$ cat src/rtl/ov_cfg_seq.sv
// ov_cfg_seq - camera register-initialisation sequencer.
// After a start pulse and a power-up wait, walks a synchronous register ROM
// of {reg_addr, reg_val} entries and issues one SCCB write per entry.
// Entries with reg_addr 8'hFF are delays of reg_val*DLY_UNIT cycles.
// Optional readback verification of every write: define OV_CFG_READBACK_EN.
//
// Handshake: there is no valid/ready pair on this block. sccb_wr_en and
// sccb_rd_en are single-cycle request pulses (never high together);
// sccb_done and sccb_rdata_vld are single-cycle completion pulses that are
// only looked at while the matching *_WAIT state is active, otherwise ignored.
module ov_cfg_seq #(
  parameter int         PWR_DLY  = 20000,
  parameter int         DLY_UNIT = 50000,
  parameter logic [7:0] REG_NUM  = 8'd200,
  parameter int         TIMEOUT  = 100000
) (
  input  logic        clk,
  input  logic        rst,
  input  logic        start,
  output logic [7:0]  rom_addr,
  input  logic [15:0] rom_data,
  output logic        sccb_wr_en,
  output logic        sccb_rd_en,
  output logic [7:0]  sccb_addr,
  output logic [7:0]  sccb_wdata,
  input  logic        sccb_done,
  input  logic [7:0]  sccb_rdata,
  input  logic        sccb_rdata_vld,
  output logic        cfg_busy,
  output logic        cfg_done,
  output logic        cfg_err,
  output logic [3:0]  dbg_state_o
);

  // Last count value of each wait; the request cycle counts as the first
  // cycle of a transaction timeout.
  localparam logic [31:0] PWR_LAST   = (PWR_DLY > 1) ? 32'(PWR_DLY - 1) : 32'd0;
  localparam logic [31:0] TO_LAST    = (TIMEOUT > 1) ? 32'(TIMEOUT - 1) : 32'd1;
  localparam logic [31:0] DLY_UNIT_W = 32'(DLY_UNIT);
  localparam logic [7:0]  LAST_IDX   = REG_NUM - 8'd1;

  typedef enum logic [3:0] {
    S_IDLE, S_PWR_WAIT, S_FETCH, S_DECODE, S_WR_REQ, S_WR_WAIT,
    S_RD_REQ, S_RD_WAIT, S_DLY, S_NEXT, S_DONE
  } state_t;

  state_t      state_q, state_d;
  logic [31:0] cnt_q, cnt_d;
  logic [7:0]  rom_addr_q, rom_addr_d;
  logic [7:0]  addr_q, addr_d;
  logic [7:0]  wdata_q, wdata_d;
  logic        busy_q, busy_d;
  logic        done_q, done_d;
  logic        err_q, err_d;

`ifdef OV_CFG_READBACK_EN
  localparam logic [7:0] SOFT_RST_REG = 8'h12;  // readback would race the sensor reset
  logic retry_q, retry_d;
`endif

  // State and datapath registers; reset aborts any pass in flight.
  always_ff @(posedge clk or posedge rst) begin
    if (rst) begin
      state_q    <= S_IDLE;
      cnt_q      <= '0;
      rom_addr_q <= '0;
      addr_q     <= '0;
      wdata_q    <= '0;
      busy_q     <= 1'b0;
      done_q     <= 1'b0;
      err_q      <= 1'b0;
`ifdef OV_CFG_READBACK_EN
      retry_q    <= 1'b0;
`endif
    end else begin
      state_q    <= state_d;
      cnt_q      <= cnt_d;
      rom_addr_q <= rom_addr_d;
      addr_q     <= addr_d;
      wdata_q    <= wdata_d;
      busy_q     <= busy_d;
      done_q     <= done_d;
      err_q      <= err_d;
`ifdef OV_CFG_READBACK_EN
      retry_q    <= retry_d;
`endif
    end
  end

  // Next-state and datapath updates for the configuration walk.
  always_comb begin
    state_d    = state_q;
    cnt_d      = cnt_q;
    rom_addr_d = rom_addr_q;
    addr_d     = addr_q;
    wdata_d    = wdata_q;
    busy_d     = busy_q;
    done_d     = done_q;
    err_d      = err_q;
`ifdef OV_CFG_READBACK_EN
    retry_d    = retry_q;
`endif
    case (state_q)
      S_IDLE: begin
        if (start) begin
          state_d    = S_PWR_WAIT;
          cnt_d      = '0;
          done_d     = 1'b0;
          err_d      = 1'b0;
          rom_addr_d = '0;
          busy_d     = 1'b1;
        end
      end
      S_PWR_WAIT: begin
        if (cnt_q >= PWR_LAST) begin
          state_d = S_FETCH;
          cnt_d   = '0;
        end else begin
          cnt_d = cnt_q + 32'd1;
        end
      end
      S_FETCH: state_d = S_DECODE;  // ROM read latency
      S_DECODE: begin
        if (rom_data[15:8] == 8'hFF) begin
          cnt_d   = 32'(rom_data[7:0]) * DLY_UNIT_W;
          state_d = (rom_data[7:0] == 8'd0) ? S_NEXT : S_DLY;
        end else begin
          addr_d  = rom_data[15:8];
          wdata_d = rom_data[7:0];
          state_d = S_WR_REQ;
`ifdef OV_CFG_READBACK_EN
          retry_d = 1'b0;
`endif
        end
      end
      S_WR_REQ: begin
        cnt_d   = 32'd1;
        state_d = S_WR_WAIT;
      end
      S_WR_WAIT: begin
        if (sccb_done) begin
`ifdef OV_CFG_READBACK_EN
          state_d = (addr_q == SOFT_RST_REG) ? S_NEXT : S_RD_REQ;
`else
          state_d = S_NEXT;
`endif
        end else if (cnt_q >= TO_LAST) begin
          err_d   = 1'b1;
          state_d = S_DONE;
        end else begin
          cnt_d = cnt_q + 32'd1;
        end
      end
`ifdef OV_CFG_READBACK_EN
      S_RD_REQ: begin
        cnt_d   = 32'd1;
        state_d = S_RD_WAIT;
      end
      S_RD_WAIT: begin
        if (sccb_rdata_vld) begin
          if (sccb_rdata == wdata_q) begin
            state_d = S_NEXT;
          end else if (!retry_q) begin
            retry_d = 1'b1;
            state_d = S_WR_REQ;
          end else begin
            err_d   = 1'b1;
            state_d = S_NEXT;
          end
        end else if (cnt_q >= TO_LAST) begin
          err_d   = 1'b1;
          state_d = S_DONE;
        end else begin
          cnt_d = cnt_q + 32'd1;
        end
      end
`endif
      S_DLY: begin
        if (cnt_q <= 32'd1) state_d = S_NEXT;
        else                cnt_d   = cnt_q - 32'd1;
      end
      S_NEXT: begin
        if (rom_addr_q == LAST_IDX) begin
          state_d = S_DONE;
        end else begin
          rom_addr_d = rom_addr_q + 8'd1;
          state_d    = S_FETCH;
        end
      end
      S_DONE: begin
        busy_d  = 1'b0;
        done_d  = ~err_q;
        state_d = S_IDLE;
      end
      default: state_d = S_IDLE;
    endcase
  end

  assign rom_addr    = rom_addr_q;
  assign sccb_wr_en  = (state_q == S_WR_REQ);
  assign sccb_addr   = addr_q;
  assign sccb_wdata  = wdata_q;
  assign cfg_busy    = busy_q;
  assign cfg_done    = done_q;
  assign cfg_err     = err_q;
  assign dbg_state_o = state_q;

`ifdef OV_CFG_READBACK_EN
  assign sccb_rd_en = (state_q == S_RD_REQ);
`else
  // Readback path absent: read request tied off, read inputs unused.
  logic unused_rd;
  assign unused_rd  = ^{sccb_rdata, sccb_rdata_vld};
  assign sccb_rd_en = 1'b0;
`endif

endmodule
$ cat config.mk
export PLATFORM = sky130hd
export DESIGN_NAME = ov_cfg_seq
export DESIGN_NICKNAME = d
export VERILOG_FILES = /design/src/rtl/ov_cfg_seq.sv
export SDC_FILE = /design/constraint.sdc
export NUM_CORES = 1
export LEC_CHECK = 0
export BUFFER_PORTS_ARGS = -buffer_cell sky130_fd_sc_hd__buf_2
export CAP_MARGIN = 10
export CORE_UTILIZATION = 60
export DETAILED_ROUTE_END_ITERATION = 7
export MAX_ROUTING_LAYER = met4
export PLACE_DENSITY = 0.81
export RECOVER_POWER = 100
export SLEW_MARGIN = 5
export SYNTH_ARGS = -nofsm -noshare
export SYNTH_HDL_FRONTEND = slang
export SYNTH_SLANG_ARGS = --single-unit
$ cat constraint.sdc
create_clock -name clk -period 3.6 [get_ports clk]
set_input_delay 0.72 -clock clk [delete_from_list [all_inputs] [get_ports clk]]
set_output_delay 0.72 -clock clk [all_outputs]
set_load 0.02 [all_outputs]
# Word level (Yosys, flattened, before mapping)
# Index checks and enable logic that the tools add are counted.
dict set report word_totals {
  reg_bits 63
  out_inout_bits 33
}
dict set report classes {
  add_sub_neg 3
  multipliers 1
  magnitude_cmp 3
  n_eq_ne 20
  mux 26
  bitwise_logic 2
  n_reduce_logical 12
}
# operator count
set op_table {}
lappend op_table {{two-way mux 32 bit} 6}
lappend op_table {{case mux 32 bit (6 select lines)} 1}
lappend op_table {{adder 32 x 1 -> 32 bit, second input constant} 1}
lappend op_table {{greater-or-equal comparator 32 x 15 -> 1 bit, second input constant} 1}
lappend op_table {{greater-or-equal comparator 32 x 17 -> 1 bit, second input constant} 1}
lappend op_table {{<= comparator 32 x 1 -> 1 bit, second input constant} 1}
lappend op_table {{case mux 4 bit (8 select lines)} 1}
lappend op_table {{subtractor 32 x 1 -> 32 bit, second input constant} 1}
lappend op_table {{two-way mux 4 bit} 7}
lappend op_table {{multiplier 8 x 12 -> 20 bit, second input constant} 1}
lappend op_table {{!= test 2 bit, second input constant} 9}
lappend op_table {{equality test 8 bit, second input constant} 2}
lappend op_table {{two-way mux 8 bit} 2}
lappend op_table {{case mux 8 bit (2 select lines)} 1}
lappend op_table {{equality test 4 bit, second input constant} 3}
lappend op_table {{adder 8 x 1 -> 8 bit, second input constant} 1}
lappend op_table {{equality test 4 x 2 -> 1 bit, second input constant} 2}
lappend op_table {{equality test 4 x 3 -> 1 bit, second input constant} 2}
lappend op_table {{logical NOT 8 bit} 1}
lappend op_table {{AND reduction 4 bit} 2}
lappend op_table {{case mux 1 bit (2 select lines)} 3}
lappend op_table {{AND reduction 6 bit} 1}
lappend op_table {{nonzero test 2 bit} 3}
lappend op_table {{nonzero test 6 bit} 1}
lappend op_table {{7 further kinds} 13}

# Longest topological paths before layout
dict set report depth {
  depth_word 4
  ltp_mapped 15
  ltp_nobuf 15
}

# Worst setup path after synthesis
# OpenSTA, ideal clock, no wires.
dict set report synth_timing {
  kind {input to register}
  start {in rom_data[2]}
  end {reg cnt_q[21]}
  setup_ps 83
  arrival_ps 4193
  setup_slack_ps -675
  stages 15
  n_path_buf 0
  path_cell_list {ha_1 ha_1 inv_1 fa_1 inv_1 fa_1 ha_1 o21ai_0 o21ai_0 a31o_2 o311ai_0 nand2_1 xnor2_1 o221a_2 o21ai_0}
}
dict set report synth_between {
  elab_chain_cells 3
}
# element line_no
set synth_rtl {}
lappend synth_rtl {{from (decl)} 21} ;# input logic [15:0] rom_data,
lappend synth_rtl {{multiplier 8 x 12 -> 20 bit} 125} ;# cnt_d = 32'(rom_data[7:0]) * DLY_UNIT_W;
lappend synth_rtl {{two-way mux 32 bit} 124} ;# if (rom_data[15:8] == 8'hFF) begin
lappend synth_rtl {{case mux 32 bit (6 select lines)} 103} ;# case (state_q)
lappend synth_rtl {{to (signal assigned)} 77} ;# cnt_q <= cnt_d;
lappend synth_rtl {{to (decl)} 48} ;# logic [31:0] cnt_q, cnt_d;
# No other way between the ends. The select of a mux whose other input is x is not followed.
# A chain may end at the register's enable or synchronous reset.

# Worst setup path in the final report
dict set report layout_timing {
  start {in rom_data[4]}
  end {reg cnt_q[20]}
}
# The elaborated chain is that of the path after synthesis.

==> key figures <==
Run status
  – Status: finished with violations
  – Failing checks: DRC, capacitance limit, slew limit, setup timing

Route
  – Initial DRC count: 688
  – Via density: ~6.6
  – ANT nets after route: 0
  – Via count: between 5000 and 6000
  – First drt pass iteration count: 8
  – Avg WL per Cell: between 15 and 20 um
  – DRC Markers: 1
  – WL final: roughly 17 mm

CTS
  – Root Buffer: clkbuf_8
  – CTS buffer count: 9
  – Hold bufs inserted after CTS: 0
  – Reg clk slew, reported paths: 0.08 ns
  – Htree depth: 3
  – Worst skew pair latency: 0.35 ns
  – CTS Buffer Depth: 2
  – CTS tree: built
  – CTS sink count: 63

Run
  – Max-Cap Viols: 2

Critical path
  – Crit-path max FO: 4
  – Crit path from: rom_data[4]
  – WP depth: 16
  – R2r endpoint: cnt_q[24]$_DFFE_PP0P_
  – Setup crit end: cnt_q[20]$_DFFE_PP0P_
  – Slowest stage cell, crit path: fa_1
  – Crit path max-delay family: adder cells
  – Worst Path Class, Setup: in -> reg
  – CP arrival: slightly above 4 ns
  – Worst path required time: 3.82 ns
  – FF-to-FF setup slack: around 0.27 ns
  – CP Launch Type: input port
  – Critical path's largest stage delay: 0.50 ns
  – Worst r2r path cells: 9
  – Most used cell, CP: ha_4
  – Endpoint class of the critical path: register
  – Reg-to-reg startpoint: cnt_q[26]$_DFFE_PP0P_
  – CP Cell Sequence: buf_12, ha_4, ha_4, inv_4, fa_1, inv_1, fa_1, ha_4, nor2b_4, o2111ai_4, a31oi_4, o21a_1, nor3_1, a311o_1, a22oi_1, o21ai_1
  – Buffers & Inverters on Critical Path: 3

STA
  – Worst Skew: 0.0120 ns
  – Fin Setup TNS: -1.52 ns
  – Final setup viols: 10
  – Post-layout min period: 3.83 ns
  – Setup WS post-layout: -0.229 ns
  – Max Slew Vio Count: between 60 and 70
  – Period utilization: 1.06
  – Worst-Margin Slew: 1.54 ns
  – Fmax achieved: around 0.26 GHz
  – Hold_ws: 0.490 ns
  – Hold Vio Cnt, Final: 0
  – RSZ-0062 raised after global routing: true
  – Max-slew headroom: -0.0249

Synth
  – EDFF count, synth: 0
  – Yosys warnings: 0
  – Seq/Total Area, Yosys: 0.279
  – Synthesized Nets: 760
  – Syn_area_per_cell: about 8.6 um^2
  – Async SR Flop Fraction: 1.00
  – Unique masters post-synth: 65
  – Synth area leader: dfrtp_1
  – Share of the synthesized area in the top cell type: 0.279
  – Mapped Cells: 658
  – FF+latch count, synth: 63
  – Post-synth top flop: dfrtp_1
  – Mapped cell area: 5640 um^2
  – Top cells by area, synth: dfrtp_1 (28%), ha_1 (14%), fa_1 (4.3%)

GRT
  – Vias in the first global route: about 5500
  – GR Overflow Total: 0
  – Largest net degree at the start of global routing: 41
  – Overall global routing resource usage: 0.351
  – Global-route wire length before repair: 26.4 mm
  – Initial antenna violation count: 0

Finish
  – Sequential cell area: 1580 um^2
  – Area growth syn-to-layout: 23.2%
  – Layout cells sized above 1: 0.232
  – Non-Filler Instances: between 800 and 900
  – Nets: 850
  – Filler cells: around 640
  – Ant. Diodes: 0
  – Final Cell Area: ~7000 um^2
  – Most frequent cells in the layout: buf_4 (65), dfrtp_1 (63), nor2_1 (57)
  – Multi-input gate area: 4170 um^2
  – Commonest non-fill, non-tap cell in the layout: buf_4

Floorplan
  – Starting Density: 0.616
  – Die X: around 99 um
  – Chip Height: 99.0 um
  – # IOs: 62
  – Core Area: about 9200 um^2
  – Die area: 9790 um^2
  – Row cnt: 35

Pwr
  – Pwr dens: 930 nW/um^2
  – Total power: 6.46 mW
  – Pleak: 3.03 nW
  – Peak supply drop: 0.447 mV

Worst hold path
  – Hold Crit Class: reg -> reg

Placement
  – PortBufs: 51
  – DP Area: roughly 6500 um^2
  – Post-detail-place hpwl: 11.5 mm
  – Cells after DPL: 839
  – Gp weighted congestion: 0.923
[metal layers]
| layer | vias to the layer above | global-route usage | share of wire |
|---|---|---|---|
| met5 | - | - | 0 |
| met4 | 0 | 0.177 | 0.052 |
| met3 | 109 | 0.0511 | 0.074 |
| met2 | 345 | 0.590 | 0.49 |
| met1 | 2664 | 0.410 | 0.38 |
| li1 | 2570 | - | - |
[worst reg2reg max path, cell delays in order (launching register included)]
cell,delay [ns]
dfrtp_1,0.45
or3_1,0.39
nor3_1,0.35
and3_1,0.31
o221ai_1,0.23
a221o_1,0.42
buf_4,0.20
nand2b_1,0.37
a21o_1,0.26
a22o_1,0.24
[worst min-delay path by stage]
| stage | slack, ns | end | startpoint | depth (start not counted) |
|---|---|---|---|---|
| 4_1_cts | 0.49 | cfg_busy$_DFFE_PP0P_ | cfg_busy$_DFFE_PP0P_ | 1 |
| 3_5_place_dp | 0.47 | cfg_busy$_DFFE_PP0P_ | cfg_busy$_DFFE_PP0P_ | 1 |
| 5_1_grt | 0.52 | sccb_addr[1]$_DFFE_PP0P_ | sccb_addr[1]$_DFFE_PP0P_ | 1 |
| 2_1_floorplan | 0.45 | cnt_q[31]$_DFFE_PP0P_ | cnt_q[31]$_DFFE_PP0P_ | 1 |
| 3_3_place_gp | 0.47 | sccb_addr[2]$_DFFE_PP0P_ | sccb_addr[2]$_DFFE_PP0P_ | 1 |
| 6_report | 0.49 | cfg_busy$_DFFE_PP0P_ | cfg_busy$_DFFE_PP0P_ | 1 |
[sequential cells by signal (all words and copies together) (netlist names)]
name	count
cfg_busy	1
cfg_done	1
cfg_err	1
cnt_q	32
dbg_state_o	4
rom_addr	8
sccb_addr	8
sccb_wdata	8
[kinds of logic after synthesis]
kind of cell	Yosys count	share of synthesized area
and+or+nand+nor	230	0.207
AOI/OAI and AO/OA	170	0.198
adders and majority gates	73	0.178
buffers and inverters	70	0.0510
DFF	63	0.279
xor gates and xnor gates	35	0.0543
muxes	16	0.0317
other	1	0.000665
[where the power goes]
| group | total (mW) | leakage, nW | switching (mW) | internal [mW] |
|---|---|---|---|---|
| logic | 4.55 | 2.11 | 2.71 | 1.84 |
| registers | 1.32 | 0.829 | 0.383 | 0.942 |
| clock network | 0.585 | 0.0853 | 0.317 | 0.268 |
[final cells by class]
cell class              instances  area share
clock buffers                  11      0.0203
clock inverters                 5     0.00486
inverters                      30      0.0171
multi-input cells             525       0.600
flip-flops and latches         63       0.227
well taps                     111      0.0200
repair buffers                119       0.111
[through the flow]
step | utilization | worst slack [ns]
5_1_grt | 0.759 | -0.323
3_5_place_dp | 0.712 | -0.610
6_report | 0.759 | -0.229
2_1_floorplan | - | -0.203
4_1_cts | 0.749 | -0.152
3_3_place_gp | 0.712 | -0.510
[cell usage after synthesis, types with 10 or more instances]
cell type,count
xor2_1,11
nand2_1,43
xnor2_1,24
nor2_1,58
fa_1,12
dfrtp_1,63
ha_1,61
nand4_1,12
clkbuf_1,31
and3_1,10
nand3_1,21
nor3_1,29
a21oi_1,34
mux2_2,15
o22ai_1,10
nand2b_1,12
o21ai_0,48
o31ai_1,13
inv_1,30
[timing repair]
item	CTS	global route
buffers inserted	5	5
hold endpoints to repair	0	0
gates resized for setup	30	23
pin swaps	21	27
setup endpoints to repair	9	10
Power figures use the tool's default switching activity.
